===== config.mk =====
export PLATFORM = sky130hd
export DESIGN_NAME = flit_tx_credit_flat
export DESIGN_NICKNAME = d
export VERILOG_FILES = /design/src/rtl/flit_tx_credit_pkg.sv /design/src/rtl/flit_tx_credit_if.sv /design/src/rtl/flit_tx_credit_cnt.sv /design/src/rtl/flit_tx_credit.sv /design/src/flat_wrapper.sv
export SDC_FILE = /design/constraint.sdc
export NUM_CORES = 1
export LEC_CHECK = 0
export CAP_MARGIN = 10
export CORE_UTILIZATION = 30
export DETAILED_ROUTE_END_ITERATION = 10
export HOLD_SLACK_MARGIN = 0.06
export MAX_ROUTING_LAYER = met4
export PLACE_DENSITY_LB_ADDON = 0.05
export SLEW_MARGIN = 20
export SYNTH_ARGS = -nofsm -noshare
export SYNTH_HDL_FRONTEND = slang
export SYNTH_SLANG_ARGS = --single-unit

===== constraint.sdc =====
create_clock -name clk -period 4.6 [get_ports clk]
set_input_delay 0.92 -clock clk [delete_from_list [all_inputs] [get_ports clk]]
set_output_delay 0.92 -clock clk [all_outputs]
set_load 0.03 [all_outputs]

===== src/rtl/flit_tx_credit_pkg.sv =====
// rtl/flit_tx_credit_pkg.sv - flit type/state enums and flit field positions for the link transmitter
package flit_tx_credit_pkg;

    localparam int FLIT_W        = 34;
    localparam int FLIT_TYPE_MSB = FLIT_W - 1;
    localparam int FLIT_TYPE_LSB = FLIT_W - 2;

    typedef enum logic [1:0] {
        FT_BODY      = 2'b00,
        FT_HEAD      = 2'b01,
        FT_TAIL      = 2'b10,
        FT_HEAD_TAIL = 2'b11
    } flit_type_t;

    typedef enum logic {
        ST_IDLE = 1'b0,
        ST_PKT  = 1'b1
    } tx_state_t;

endpackage


===== src/rtl/flit_tx_credit_if.sv =====
// rtl/flit_tx_credit_if.sv - source fifo drain side plus outgoing NoC link with credit return
interface flit_tx_credit_if
    import flit_tx_credit_pkg::*;
#(
    parameter int WIDTH = FLIT_W
);
    logic             fifo_empty_i;
    logic [WIDTH-1:0] fifo_data_i;
    logic             fifo_read_o;
    logic             flit_valid_o;
    logic [WIDTH-1:0] flit_data_o;
    logic             credit_i;

    modport master (
        input  fifo_empty_i,
        input  fifo_data_i,
        input  credit_i,
        output fifo_read_o,
        output flit_valid_o,
        output flit_data_o
    );

    modport slave (
        output fifo_empty_i,
        output fifo_data_i,
        output credit_i,
        input  fifo_read_o,
        input  flit_valid_o,
        input  flit_data_o
    );
endinterface


===== src/rtl/flit_tx_credit_cnt.sv =====
// rtl/flit_tx_credit_cnt.sv - up/down credit counter saturating at CREDITS, flags an excess return
module tx_credit_cnt #(
    parameter int CREDITS = 8,
    parameter int CW      = $clog2(CREDITS + 1)
) (
    input  logic          clk,
    input  logic          arst,
    input  logic          inc_i,
    input  logic          dec_i,
    output logic [CW-1:0] count_o,
    output logic          nonzero_o,
    output logic          overflow_o
);
    localparam logic [CW-1:0] MAX = CW'(CREDITS);

    logic [CW-1:0] count_q, count_d;

    always_comb begin
        count_d    = count_q;
        overflow_o = 1'b0;
        if (dec_i && !inc_i) begin
            count_d = count_q - CW'(1);
        end else if (inc_i && !dec_i) begin
            if (count_q == MAX) begin
                overflow_o = 1'b1;
            end else begin
                count_d = count_q + CW'(1);
            end
        end
    end

    always_ff @(posedge clk or negedge arst) begin
        if (!arst) begin
            count_q <= MAX;
        end else begin
            count_q <= count_d;
        end
    end

    assign count_o   = count_q;
    assign nonzero_o = (count_q != '0);
endmodule


===== src/rtl/flit_tx_credit.sv =====
// rtl/flit_tx_credit.sv - pops flits from the source fifo onto a credit-flow-controlled NoC link
module flit_tx_credit
    import flit_tx_credit_pkg::*;
#(
    parameter int WIDTH   = FLIT_W,
    parameter int CREDITS = 8,
    parameter int PKT_W   = 16
) (
    input  logic                           clk,
    input  logic                           arst,
    flit_tx_credit_if.master               link,
    output logic [$clog2(CREDITS+1)-1:0]   credits_o,
    output logic [PKT_W-1:0]               pkt_cnt_o,
    output logic                           proto_err_o
);
    localparam int CW = $clog2(CREDITS + 1);

    logic             send;
    logic             cnt_nonzero;
    logic             cnt_overflow;
    logic             frame_err;
    logic             pkt_done;
    flit_type_t       ftype;
    tx_state_t        state_q, state_d;
    logic             flit_valid_q;
    logic [WIDTH-1:0] flit_data_q;
    logic [PKT_W-1:0] pkt_cnt_q;
    logic             err_q;

    // A credit arriving this cycle only counts from the next cycle on.
    assign send             = arst && !link.fifo_empty_i && cnt_nonzero;
    assign link.fifo_read_o = send;
    assign ftype            = flit_type_t'(link.fifo_data_i[WIDTH-1:WIDTH-2]);

    tx_credit_cnt #(.CREDITS(CREDITS), .CW(CW)) u_credit_cnt (
        .clk        (clk),
        .arst       (arst),
        .inc_i      (link.credit_i),
        .dec_i      (send),
        .count_o    (credits_o),
        .nonzero_o  (cnt_nonzero),
        .overflow_o (cnt_overflow)
    );

    always_comb begin
        state_d   = state_q;
        frame_err = 1'b0;
        pkt_done  = 1'b0;
        if (send) begin
            case (state_q)
                ST_IDLE: begin
                    case (ftype)
                        FT_HEAD:      state_d  = ST_PKT;
                        FT_HEAD_TAIL: pkt_done = 1'b1;
                        default:      frame_err = 1'b1;
                    endcase
                end
                ST_PKT: begin
                    case (ftype)
                        FT_BODY: state_d = ST_PKT;
                        FT_TAIL: begin
                            state_d  = ST_IDLE;
                            pkt_done = 1'b1;
                        end
                        default: frame_err = 1'b1;
                    endcase
                end
                default: state_d = ST_IDLE;
            endcase
        end
    end

    always_ff @(posedge clk or negedge arst) begin
        if (!arst) begin
            state_q      <= ST_IDLE;
            flit_valid_q <= 1'b0;
            flit_data_q  <= '0;
            pkt_cnt_q    <= '0;
            err_q        <= 1'b0;
        end else begin
            state_q      <= state_d;
            flit_valid_q <= send;
            if (send) begin
                flit_data_q <= link.fifo_data_i;
            end
            if (pkt_done) begin
                pkt_cnt_q <= pkt_cnt_q + PKT_W'(1);
            end
            if (frame_err || cnt_overflow) begin
                err_q <= 1'b1;
            end
        end
    end

    assign link.flit_valid_o = flit_valid_q;
    assign link.flit_data_o  = flit_data_q;
    assign pkt_cnt_o         = pkt_cnt_q;
    assign proto_err_o       = err_q;
endmodule


===== src/flat_wrapper.sv =====
// flat-port wrapper written by rule: the top's interface ports become plain ports
module flit_tx_credit_flat import flit_tx_credit_pkg::*;
#(
    parameter int WIDTH   = FLIT_W,
    parameter int CREDITS = 8,
    parameter int PKT_W   = 16
)
  (clk, arst, credits_o, pkt_cnt_o, proto_err_o, link_fifo_empty_i, link_fifo_data_i, link_credit_i, link_fifo_read_o, link_flit_valid_o, link_flit_data_o);
  flit_tx_credit_if #(.WIDTH(WIDTH)) link_i ();
  input  logic clk;
  input  logic arst;
  output logic [$clog2(CREDITS+1)-1:0] credits_o;
  output logic [PKT_W-1:0] pkt_cnt_o;
  output logic proto_err_o;
  input wire logic [$bits(link_i.fifo_empty_i)-1:0] link_fifo_empty_i;
  input wire logic [$bits(link_i.fifo_data_i)-1:0] link_fifo_data_i;
  input wire logic [$bits(link_i.credit_i)-1:0] link_credit_i;
  output wire logic [$bits(link_i.fifo_read_o)-1:0] link_fifo_read_o;
  output wire logic [$bits(link_i.flit_valid_o)-1:0] link_flit_valid_o;
  output wire logic [$bits(link_i.flit_data_o)-1:0] link_flit_data_o;
  assign link_i.fifo_empty_i = link_fifo_empty_i;
  assign link_i.fifo_data_i = link_fifo_data_i;
  assign link_i.credit_i = link_credit_i;
  assign link_fifo_read_o = link_i.fifo_read_o;
  assign link_flit_valid_o = link_i.flit_valid_o;
  assign link_flit_data_o = link_i.flit_data_o;
  flit_tx_credit #(.WIDTH(WIDTH), .CREDITS(CREDITS), .PKT_W(PKT_W)) u_core (.clk(clk), .arst(arst), .link(link_i), .credits_o(credits_o), .pkt_cnt_o(pkt_cnt_o), .proto_err_o(proto_err_o));
endmodule

==> run summary, run 1 <==
# DRC: 0
post-layout min period: 3.78 ns
portion of total power attributed to the clock network: 0.243
vias in the first global route: 1,693
Final period util: 0.821
post-cts repair resize count: 0
skew final: 0.00712 ns
maximum fanout along the worst path: 15
average wire per cell in the routed design: 13.4 um
Final Net Count: 332
Req. time, crit path: 3.68 ns
Least-Margin Pin Slew: 0.731 ns
# port buffers: 94
synthesized area per cell: 13.2 um2
Via density: 4.49
Setup Crit Path Kind: in2out
commonest cells after routing, fill and taps aside: sky130_fd_sc_hd__clkdlybuf4s50_1, sky130_fd_sc_hd__dfrtp_1, sky130_fd_sc_hd__mux2_2
share of total power consumed by net switching: 0.354
pin count of the biggest net entering global routing: 59
Final TNS setup: 0 ns
highest clock rate: 265 MHz
initial standard-cell utilization of the core: 0.315
area share of the leading cell type in the synthesized netlist: 0.566
crit path launch type: input port
antenna violations before repair: 0
number of buffers inserted by hold repair at cts: 0
Overflow after GRT: 0
via count of the routed design: 1,775
register area share after synthesis: 0.577
Comb pwr share: 0.392
static leakage power: 1.57 nW
clock tree from TritonCTS: yes
final setup violation count: 0
fraction of layout instances using a drive strength above 1: 0.195
nets in the synthesized netlist: 231
Detail Placement HPWL: 3.68 mm
CTS root buf: sky130_fd_sc_hd__clkbuf_8
vertical extent of the die: 92.8 um
count of distinct cell types in the synthesized netlist: 33
remaining antenna violation count after routing: 0
number of placement rows: 32
full die area: 0.00862 mm2
width of the chip: 92.8 um
CTS clock-pin slew for the worst setup and hold paths: 0.06 ns
design internal power: 1.32 mW
finished layout cell area: 0.00372 mm2
peak supply drop: 0.186 mV
core area: 0.00785 mm2
Syn-to-layout area delta: 50.4%
most area-consuming cells after synthesis: sky130_fd_sc_hd__dfrtp_1, sky130_fd_sc_hd__mux2_2, sky130_fd_sc_hd__xor2_1
deepest level of the CTS H-tree: 3
commonest non-fill, non-tap cell in the layout: sky130_fd_sc_hd__clkdlybuf4s50_1
RSZ-0062 raised after global routing: false
All-Layer GR Usage: 0.131
flip-flop and latch count after synthesis: 57
count of TritonRoute iterations in the first routing pass: 4
wire length after detailed routing: 5.30 mm
multi-input logic area: 975 um2
Post-Synthesis Cell Area: 0.00247 mm2
area of all sequential standard cells: 0.00143 mm2
worst slack on hold paths: 0.478 ns
Post-CTS Setup Bufs: 0
first-pass GRT wire length: 8.34 mm
post-route total power: 2.04 mW
worst-case headroom to the max-slew limit: 0.513
boundary pin count: 95
Setup crit end kind: output pin
pwr/cell area: 548 mW/mm2
Clock Path Buffers: 2
Crit path arrival time: 2.86 ns
outcome: completed
Max Transition Viols Final: 0
class of the worst hold path: reg2reg
clock sink count: 57
max-capacitance violation count: 0
Area after DPL: 0.00351 mm2
cts bufs inserted: 9
post-synthesis cell type with the largest combined area: sky130_fd_sc_hd__dfrtp_1
final count of hold timing violations: 0
r2r worst-path depth: 7
count of antenna diodes in the layout: 0
Clk Latency, worst-skew pair: 0.33 ns
number of warnings issued by yosys: 0
net switching component of the power: 721 uW
Final GP Congestion: 0.724
Cells on Worst Hold Path: 1
sequential power share: 0.365
synthesized instance count: 188
number of filler cells placed in the layout: 745
Detailed Route Iter0 Violations: 57
## cells in the mapped netlist
| cell | count |
|---|---|
| sky130_fd_sc_hd__inv_1 | 6 |
| sky130_fd_sc_hd__nor4bb_1 | 1 |
| sky130_fd_sc_hd__nand3b_1 | 1 |
| sky130_fd_sc_hd__buf_4 | 4 |
| sky130_fd_sc_hd__nand4_1 | 2 |
| sky130_fd_sc_hd__nand4b_1 | 1 |
| sky130_fd_sc_hd__nand2b_1 | 2 |
| sky130_fd_sc_hd__a21oi_1 | 4 |
| sky130_fd_sc_hd__a211o_1 | 1 |
| sky130_fd_sc_hd__or4_1 | 2 |
| sky130_fd_sc_hd__mux2_2 | 34 |
| sky130_fd_sc_hd__or2_1 | 2 |
| sky130_fd_sc_hd__buf_2 | 1 |
| sky130_fd_sc_hd__nor3_1 | 6 |
| sky130_fd_sc_hd__dfrtp_1 | 56 |
| sky130_fd_sc_hd__and4_1 | 1 |
| sky130_fd_sc_hd__nor4_2 | 2 |
| sky130_fd_sc_hd__ha_1 | 5 |
| sky130_fd_sc_hd__inv_2 | 1 |
| sky130_fd_sc_hd__buf_6 | 1 |
| sky130_fd_sc_hd__xnor2_1 | 8 |
| sky130_fd_sc_hd__nand2_1 | 14 |
| sky130_fd_sc_hd__and4b_1 | 1 |
| sky130_fd_sc_hd__xor2_1 | 11 |
| sky130_fd_sc_hd__nor4b_1 | 2 |
| sky130_fd_sc_hd__nor2_1 | 3 |
| sky130_fd_sc_hd__dfstp_2 | 1 |
| sky130_fd_sc_hd__nor3b_1 | 1 |
| sky130_fd_sc_hd__nor4_4 | 1 |
| sky130_fd_sc_hd__o21ai_0 | 4 |
| sky130_fd_sc_hd__nor4_1 | 3 |
| sky130_fd_sc_hd__nand3_1 | 4 |
| sky130_fd_sc_hd__a31oi_1 | 2 |
## path summary, 6_finish.rpt
kind | slack, ns | start | to
setup reg to reg | 1.72 | u_core.u_credit_cnt.count_o[1]$_DFFE_PN0P_ | u_core.u_credit_cnt.count_o[3]$_DFFE_PN1P_
setup / recovery | 0.82 | link_fifo_empty_i | link_fifo_read_o
min in group asynchronous | 0.77 | arst | u_core.pkt_cnt_o[10]$_DFFE_PN0P_
hold reg to reg | 0.48 | u_core.pkt_cnt_o[15]$_DFFE_PN0P_ | u_core.pkt_cnt_o[15]$_DFFE_PN0P_
hold / removal | 0.48 | u_core.pkt_cnt_o[15]$_DFFE_PN0P_ | u_core.pkt_cnt_o[15]$_DFFE_PN0P_
max in group asynchronous | 3.35 | arst | u_core.link.flit_data_o[15]$_DFFE_PN0P_
## cell type report
class                   count  share of cell area
well taps                 102              0.0343
clock buffers              13              0.0481
multi-input cells         118               0.262
repair buffers             96               0.256
inverters                   7             0.00706
clock inverters             2             0.00941
flip-flops and latches     57               0.384
## cells by family after synthesis
family | Yosys count | share of synthesized area
AND/OR/NAND/NOR | 49 | 0.122
AO/OA/AOI/OAI | 11 | 0.0248
buffers and inverters | 13 | 0.0293
flip-flops | 57 | 0.577
XOR/XNOR | 19 | 0.0672
adder cells (fa/ha/maj) | 5 | 0.0253
multiplexers | 34 | 0.155
## power groups by stage
stage	logic, mW	registers (mW)	clock network, mW
after floorplan	0.215	0.999	0
after global placement	0.808	0.754	0
after detailed placement	0.811	0.754	0
after CTS	0.811	0.746	0.514
after global routing	0.847	0.766	0.540
final	0.800	0.744	0.495
## stage by stage
stage,setup WS (ns),utilization,cells
4_1_cts,0.789,0.474,395
3_3_place_gp,0.811,0.447,380
2_1_floorplan,1.48,-,188
6_report,0.822,0.474,395
5_1_grt,0.698,0.474,395
3_5_place_dp,0.791,0.447,380
## flip-flops by register name, indices dropped and copies added (netlist names)
signal	flops
u_core.proto_err_o	1
u_core.pkt_cnt_o	16
u_core.link.flit_data_o	34
u_core.u_credit_cnt.count_o	4
u_core.link.flit_valid_o	1
u_core.state_q	1
## routing by layer
metal  GRT usage  vias to the layer above  share of wire
li1            -                      861              -
met4      0.0692                        0          0.020
met2       0.173                       69           0.42
met3      0.0353                       10          0.073
met1       0.181                      835           0.48
met5           -                        -              0
## worst max-delay path, cell delays in order
cell                              delay [ns]
sky130_fd_sc_hd__clkdlybuf4s50_1        0.42
sky130_fd_sc_hd__nand2b_1               0.17
sky130_fd_sc_hd__or2_1                  0.32
sky130_fd_sc_hd__inv_2                  0.29
sky130_fd_sc_hd__clkdlybuf4s50_1        0.73
Power figures use the tool's default switching activity.
==> run 2, diff against run 1 <==
Clock period 4.6 ns to 3.9 ns, I/O delays scaled along.
==> run 2 against run 1 <==
Effect of this change:
- clock skew rose by 0.0012 ns
- sequential share of layout area rose by 0.10 points
- flip-flop and latch count did not move
==> run summary, run 2 (same netlist as run 1, synthesis figures left out) <==
Overflow after GRT: 0 (unchanged)
maximum fanout along the worst path: 18 (+3)
category of cells accounting for the largest share of critical-path delay: buffers and inverters
Least-Margin Pin Slew: 0.734 ns (+0.00271 ns)
Final GP Congestion: 0.753 (+3.9%)
remaining antenna violation count after routing: 0 (unchanged)
CTS root buf: sky130_fd_sc_hd__clkbuf_8
boundary pin count: 95 (unchanged)
finished layout cell area: 0.00371 mm2 (-0.27%)
Setup crit end kind: output pin
Crit path arrival time: 2.28 ns (-0.58 ns)
share of total power consumed by net switching: 0.360 (+0.00676)
clock tree from TritonCTS: yes
count of antenna diodes in the layout: 0 (unchanged)
final non-filler cell total: 397 (+0.51%)
deepest level of the CTS H-tree: 3 (unchanged)
final count of hold timing violations: 0 (unchanged)
Crit path largest cell delay: 0.41 ns (-0.32 ns)
first-pass GRT wire length: 8.97 mm (+7.6%)
vertical extent of the die: 92.8 um (unchanged)
Critical Path, Cell by Cell: clkdlybuf4s50_1 -> nand2b_1 -> or2_1 -> inv_2 -> buf_4 -> buf_4
core area: 0.00785 mm2 (unchanged)
Critical-path top delay cell: sky130_fd_sc_hd__clkdlybuf4s50_1
full die area: 0.00862 mm2 (unchanged)
CTS clock-pin slew for the worst setup and hold paths: 0.07 ns (about the same)
Comb pwr share: 0.397 (+0.005)
PnR worst setup slack: 0.837 ns (+0.0154 ns)
design internal power: 1.52 mW (+16%)
Detailed Route Iter0 Violations: 62 (+8.8%)
portion of total power attributed to the clock network: 0.233 (-0.010)
fraction of layout instances using a drive strength above 1: 0.197 (+0.00207)
commonest non-fill, non-tap cell in the layout: sky130_fd_sc_hd__clkdlybuf4s50_1
cts bufs inserted: 9 (unchanged)
area of all sequential standard cells: 0.00143 mm2 (unchanged)
Final Net Count: 333 (+0.30%)
Detail Placement HPWL: 3.76 mm (+2.0%)
number of placement rows: 32 (unchanged)
Req. time, crit path: 3.12 ns (-0.56 ns)
average wire per cell in the routed design: 13.8 um (+3.2%)
RSZ-0062 raised after global routing: false
All-Layer GR Usage: 0.140 (+0.00928)
crit path launch type: input port
width of the chip: 92.8 um (unchanged)
Max Transition Viols Final: 0 (unchanged)
antenna violations before repair: 0 (unchanged)
peak supply drop: 0.220 mV (+18%)
vias in the first global route: 1,770 (+4.5%)
CP bufs+invs: 4 (+1)
pin count of the biggest net entering global routing: 59 (unchanged)
post-cts repair resize count: 0 (unchanged)
Clk Latency, worst-skew pair: 0.33 ns (about the same)
max-capacitance violation count: 0 (unchanged)
multi-input logic area: 975 um2 (unchanged)
total instance count after detailed placement: 381 (+0.26%)
Post-CTS Setup Bufs: 0 (unchanged)
Final TNS setup: 0 ns (unchanged)
sequential power share: 0.369 (+0.004)
pwr/cell area: 642 mW/mm2 (+17%)
Syn-to-layout area delta: 49.9%
Clock Path Buffers: 2 (unchanged)
number of filler cells placed in the layout: 742 (-0.40%)
Final period util: 0.785
# port buffers: 94 (unchanged)
count of TritonRoute iterations in the first routing pass: 4 (unchanged)
skew final: 0.00832 ns (+0.00120 ns)
clock sink count: 57 (unchanged)
post-layout min period: 3.06 ns
worst-case headroom to the max-slew limit: 0.511 (-0.00181)
pre-CTS WS: 0.534 ns (-0.257 ns)
number of buffers inserted by hold repair at cts: 0 (unchanged)
Area after DPL: 0.00351 mm2 (+0.14%)
most repeated library cell on the critical path: sky130_fd_sc_hd__buf_4
Setup Crit Path Kind: in2out
net switching component of the power: 859 uW (+19%)
initial standard-cell utilization of the core: 0.315 (unchanged)
static leakage power: 1.57 nW (about the same)
Via density: 4.55 (+1.3%)
# DRC: 0 (unchanged)
class of the worst hold path: reg2reg
highest clock rate: 326 MHz
final setup violation count: 0 (unchanged)
outcome: completed
flip-flop count of the largest register, all copies and words added: 34 (unchanged)
via count of the routed design: 1,807 (+1.8%)
wire length after detailed routing: 5.49 mm (+3.7%)
commonest cells after routing, fill and taps aside: sky130_fd_sc_hd__clkdlybuf4s50_1, sky130_fd_sc_hd__dfrtp_1, sky130_fd_sc_hd__mux2_2
run 2: cell types whose count changed in the layout (fill, tap and decap cells not counted):
cell                              previous run  this run
sky130_fd_sc_hd__buf_4                       2         4
sky130_fd_sc_hd__clkbuf_1                    0         2
sky130_fd_sc_hd__clkdlybuf4s50_1            93        92
sky130_fd_sc_hd__clkinv_2                    1         2
sky130_fd_sc_hd__clkbuf_8                   13        11
run 2: area by class of cell:
cell class | count | share of cell area
Sequential cell | 57 | 0.385
Clock inverter | 3 | 0.0108
Inverter | 7 | 0.00708
Clock buffer | 13 | 0.0428
Timing Repair Buffer | 97 | 0.258
Multi-Input combinational cell | 118 | 0.263
Tap cell | 102 | 0.0344
run 2: per-layer routing:
layer / global-route usage / wire (um)
met5: - / 0
met4: 0.0692 / 104
met3: 0.0304 / 421
met2: 0.199 / 2340
met1: 0.189 / 2630
run 2: worst paths after layout:
path,end,slack (ns),cells past startpoint,from
max,link_fifo_read_o,0.84,6,link_fifo_empty_i
min reg2reg,u_core.pkt_cnt_o[15]$_DFFE_PN0P_,0.48,1,u_core.pkt_cnt_o[15]$_DFFE_PN0P_
max in group asynchronous,u_core.pkt_cnt_o[3]$_DFFE_PN0P_,2.78,2,arst
min,u_core.pkt_cnt_o[15]$_DFFE_PN0P_,0.48,1,u_core.pkt_cnt_o[15]$_DFFE_PN0P_
min in group asynchronous,u_core.link.flit_data_o[18]$_DFFE_PN0P_,0.63,2,arst
max reg2reg,u_core.u_credit_cnt.count_o[3]$_DFFE_PN1P_,0.94,8,u_core.u_credit_cnt.count_o[1]$_DFFE_PN0P_
run 2: power groups by stage:
stage	clock network, mW	logic (mW)	registers, mW
final	0.556	0.947	0.880
after global routing	0.611	1.00	0.910
after CTS	0.581	0.960	0.883
after detailed placement	0	0.959	0.892
after global placement	0	0.956	0.890
after floorplan	0	0.254	1.18
run 2: through the flow:
stage           util  hold slack [ns]  total power [mW]
3_5_place_dp   0.448            0.461              1.85
4_1_cts        0.473            0.477              2.42
5_1_grt        0.473            0.499              2.53
6_report       0.473            0.475              2.38
3_3_place_gp   0.448            0.462              1.85
2_1_floorplan      -            0.484              1.43
==> run 3, diff against run 2 <==
Clock period 3.9 ns to 2.58 ns, I/O delays scaled along.
==> run 3 against run 2 <==
Effect of this change:
- non-clock buffer count increased by 9
- sequential power is 50% higher
- power is 59% higher
- register-to-register slack got worse by 0.68 ns
- first-iteration DRC count down 23%
- combinational power is 59% higher
- final cell count rose by 2.3%
- global-route usage is 0.35 points higher
- wire length up 2.0%
- core utilization up 1.6 points
==> run summary, run 3 (same netlist as run 1, synthesis figures left out) <==
Overflow after GRT: 0 (unchanged)
register-to-register setup slack: 0.26 ns (-0.68 ns)
skew final: 0.00941 ns (+0.00110 ns)
number of filler cells placed in the layout: 741 (-0.13%)
Max Transition Viols Final: 0 (unchanged)
Clk Latency, worst-skew pair: 0.33 ns (about the same)
first-pass GRT wire length: 9.10 mm (+1.5%)
remaining antenna violation count after routing: 0 (unchanged)
worst-case headroom to the max-slew limit: 0.515 (+0.00397)
highest clock rate: 417 MHz
vias in the first global route: 1,800 (+1.7%)
post-layout min period: 2.40 ns
core area: 0.00785 mm2 (unchanged)
vertical extent of the die: 92.8 um (unchanged)
r2r worst-path depth: 7 (-1)
antenna violations before repair: 0 (unchanged)
deepest level of the CTS H-tree: 3 (unchanged)
count of TritonRoute iterations in the first routing pass: 4 (unchanged)
Final GP Congestion: 0.747 (-0.74%)
finished layout cell area: 0.00384 mm2 (+3.5%)
start of the worst register-to-register path: u_core.u_credit_cnt.count_o[2]$_DFFE_PN0P_
Setup crit end kind: output pin
Final Net Count: 342 (+2.7%)
boundary pin count: 95 (unchanged)
# port buffers: 94 (unchanged)
class of the worst hold path: in2async
outcome: completed
crit path launch type: input port
clock sink count: 57 (unchanged)
pin count of the biggest net entering global routing: 58 (-1.7%)
Clock Path Buffers: 2 (unchanged)
worst slack on hold paths: 0.379 ns (-0.0959 ns)
post-cts repair resize count: 0 (unchanged)
via count of the routed design: 1,809 (+0.11%)
# DRC: 0 (unchanged)
average wire per cell in the routed design: 13.8 um (-0.22%)
flip-flop count of the largest register, all copies and words added: 34 (unchanged)
Final period util: 0.929
clock tree from TritonCTS: yes
max-capacitance violation count: 0 (unchanged)
fraction of layout instances using a drive strength above 1: 0.240 (+0.0435)
final count of hold timing violations: 0 (unchanged)
full die area: 0.00862 mm2 (unchanged)
Req. time, crit path: 2.06 ns (-1.06 ns)
Via density: 4.46 (-2.1%)
width of the chip: 92.8 um (unchanged)
Setup Crit Path Kind: in2out
end of the worst register-to-register path: u_core.u_credit_cnt.count_o[3]$_DFFE_PN1P_
Crit path arrival time: 1.88 ns (-0.40 ns)
Detailed Route Iter0 Violations: 48 (-23%)
count of antenna diodes in the layout: 0 (unchanged)
All-Layer GR Usage: 0.144 (+0.00353)
Syn-to-layout area delta: 55.2%
wire length after detailed routing: 5.61 mm (+2.0%)
cts bufs inserted: 9 (unchanged)
maximum fanout along the worst path: 15 (-3)
number of buffers inserted by hold repair at cts: 0 (unchanged)
RSZ-0062 raised after global routing: false
Least-Margin Pin Slew: 0.728 ns (-0.00596 ns)
number of placement rows: 32 (unchanged)
final setup violation count: 0 (unchanged)
CTS clock-pin slew for the worst setup and hold paths: 0.07 ns (about the same)
peak supply drop: 0.524 mV (+140%)
Final Core Density: 0.489 (+0.0164)
commonest non-fill, non-tap cell in the layout: sky130_fd_sc_hd__clkdlybuf4s50_1
initial standard-cell utilization of the core: 0.315 (unchanged)
static leakage power: 1.62 nW (+2.9%)
pwr/cell area: 984 mW/mm2 (+53%)
commonest cells after routing, fill and taps aside: sky130_fd_sc_hd__clkdlybuf4s50_1, sky130_fd_sc_hd__dfrtp_1, sky130_fd_sc_hd__mux2_2
CTS root buf: sky130_fd_sc_hd__clkbuf_8
Detail Placement HPWL: 3.96 mm (+5.6%)
Post-CTS Setup Bufs: 0 (unchanged)
Area after DPL: 0.00361 mm2 (+2.8%)
run 3: changes by cell type in the layout (fill, tap and decap cells not counted), sizes merged:
cell	previous run	this run
buf	5	14
clkinv	2	0
clkinvlp	0	2
bufinv	1	2
clkbuf	13	12
run 3: critical path, stage by stage:
cell and delay (ns):
sky130_fd_sc_hd__clkdlybuf4s50_1 0.42, sky130_fd_sc_hd__nand2b_1 0.17, sky130_fd_sc_hd__or2_1 0.26, sky130_fd_sc_hd__inv_4 0.09
sky130_fd_sc_hd__buf_4 0.23, sky130_fd_sc_hd__buf_4 0.20
run 3: power by group:
| part | switching, mW | internal (mW) | total (mW) |
|---|---|---|---|
| Sequential | 0.177 | 1.14 | 1.32 |
| Combinational | 0.803 | 0.709 | 1.51 |
| Clock | 0.353 | 0.597 | 0.949 |
run 3: cell type report:
class / instances / area (um2) / share of cell area
clock buffers: 12 / 155 / 0.0404
clock inverters: 4 / 75.1 / 0.0196
inverters: 7 / 28.8 / 0.00749
multi-input cells: 118 / 998 / 0.260
flip-flops and latches: 57 / 1430 / 0.373
well taps: 102 / 128 / 0.0332
repair buffers: 106 / 1020 / 0.267
run 3: per-layer routing:
metal,share of wire,track usage
met5,0,-
met3,0.061,0.0353
met2,0.44,0.202
met4,0.014,0.0654
met1,0.48,0.195
run 3: worst max path at each step:
stage                                                     from                                          to  cells after the start
floorplan           u_core.u_credit_cnt.count_o[2]$_DFFE_PN0P_  u_core.u_credit_cnt.count_o[3]$_DFFE_PN1P_                      9
global placement                             link_fifo_empty_i  u_core.u_credit_cnt.count_o[3]$_DFFE_PN1P_                      8
detailed placement                           link_fifo_empty_i  u_core.u_credit_cnt.count_o[3]$_DFFE_PN1P_                      8
CTS                                          link_fifo_empty_i                            link_fifo_read_o                      6
global route        u_core.u_credit_cnt.count_o[2]$_DFFE_PN0P_  u_core.u_credit_cnt.count_o[2]$_DFFE_PN0P_                     11
finish                                       link_fifo_empty_i                            link_fifo_read_o                      6
run 3: through the flow:
| step | TNS (ns) | worst slack (ns) | std cells | power [mW] |
|---|---|---|---|---|
| 4_1_cts | 0 | 0.160 | 406 | 3.83 |
| 3_3_place_gp | -0.0539 | -0.0539 | 390 | 2.85 |
| 5_1_grt | 0 | 0.102 | 406 | 3.99 |
| 6_report | 0 | 0.183 | 406 | 3.78 |
| 3_5_place_dp | -0.137 | -0.0824 | 390 | 2.86 |
| 2_1_floorplan | 0 | 0.00314 | 188 | 2.20 |
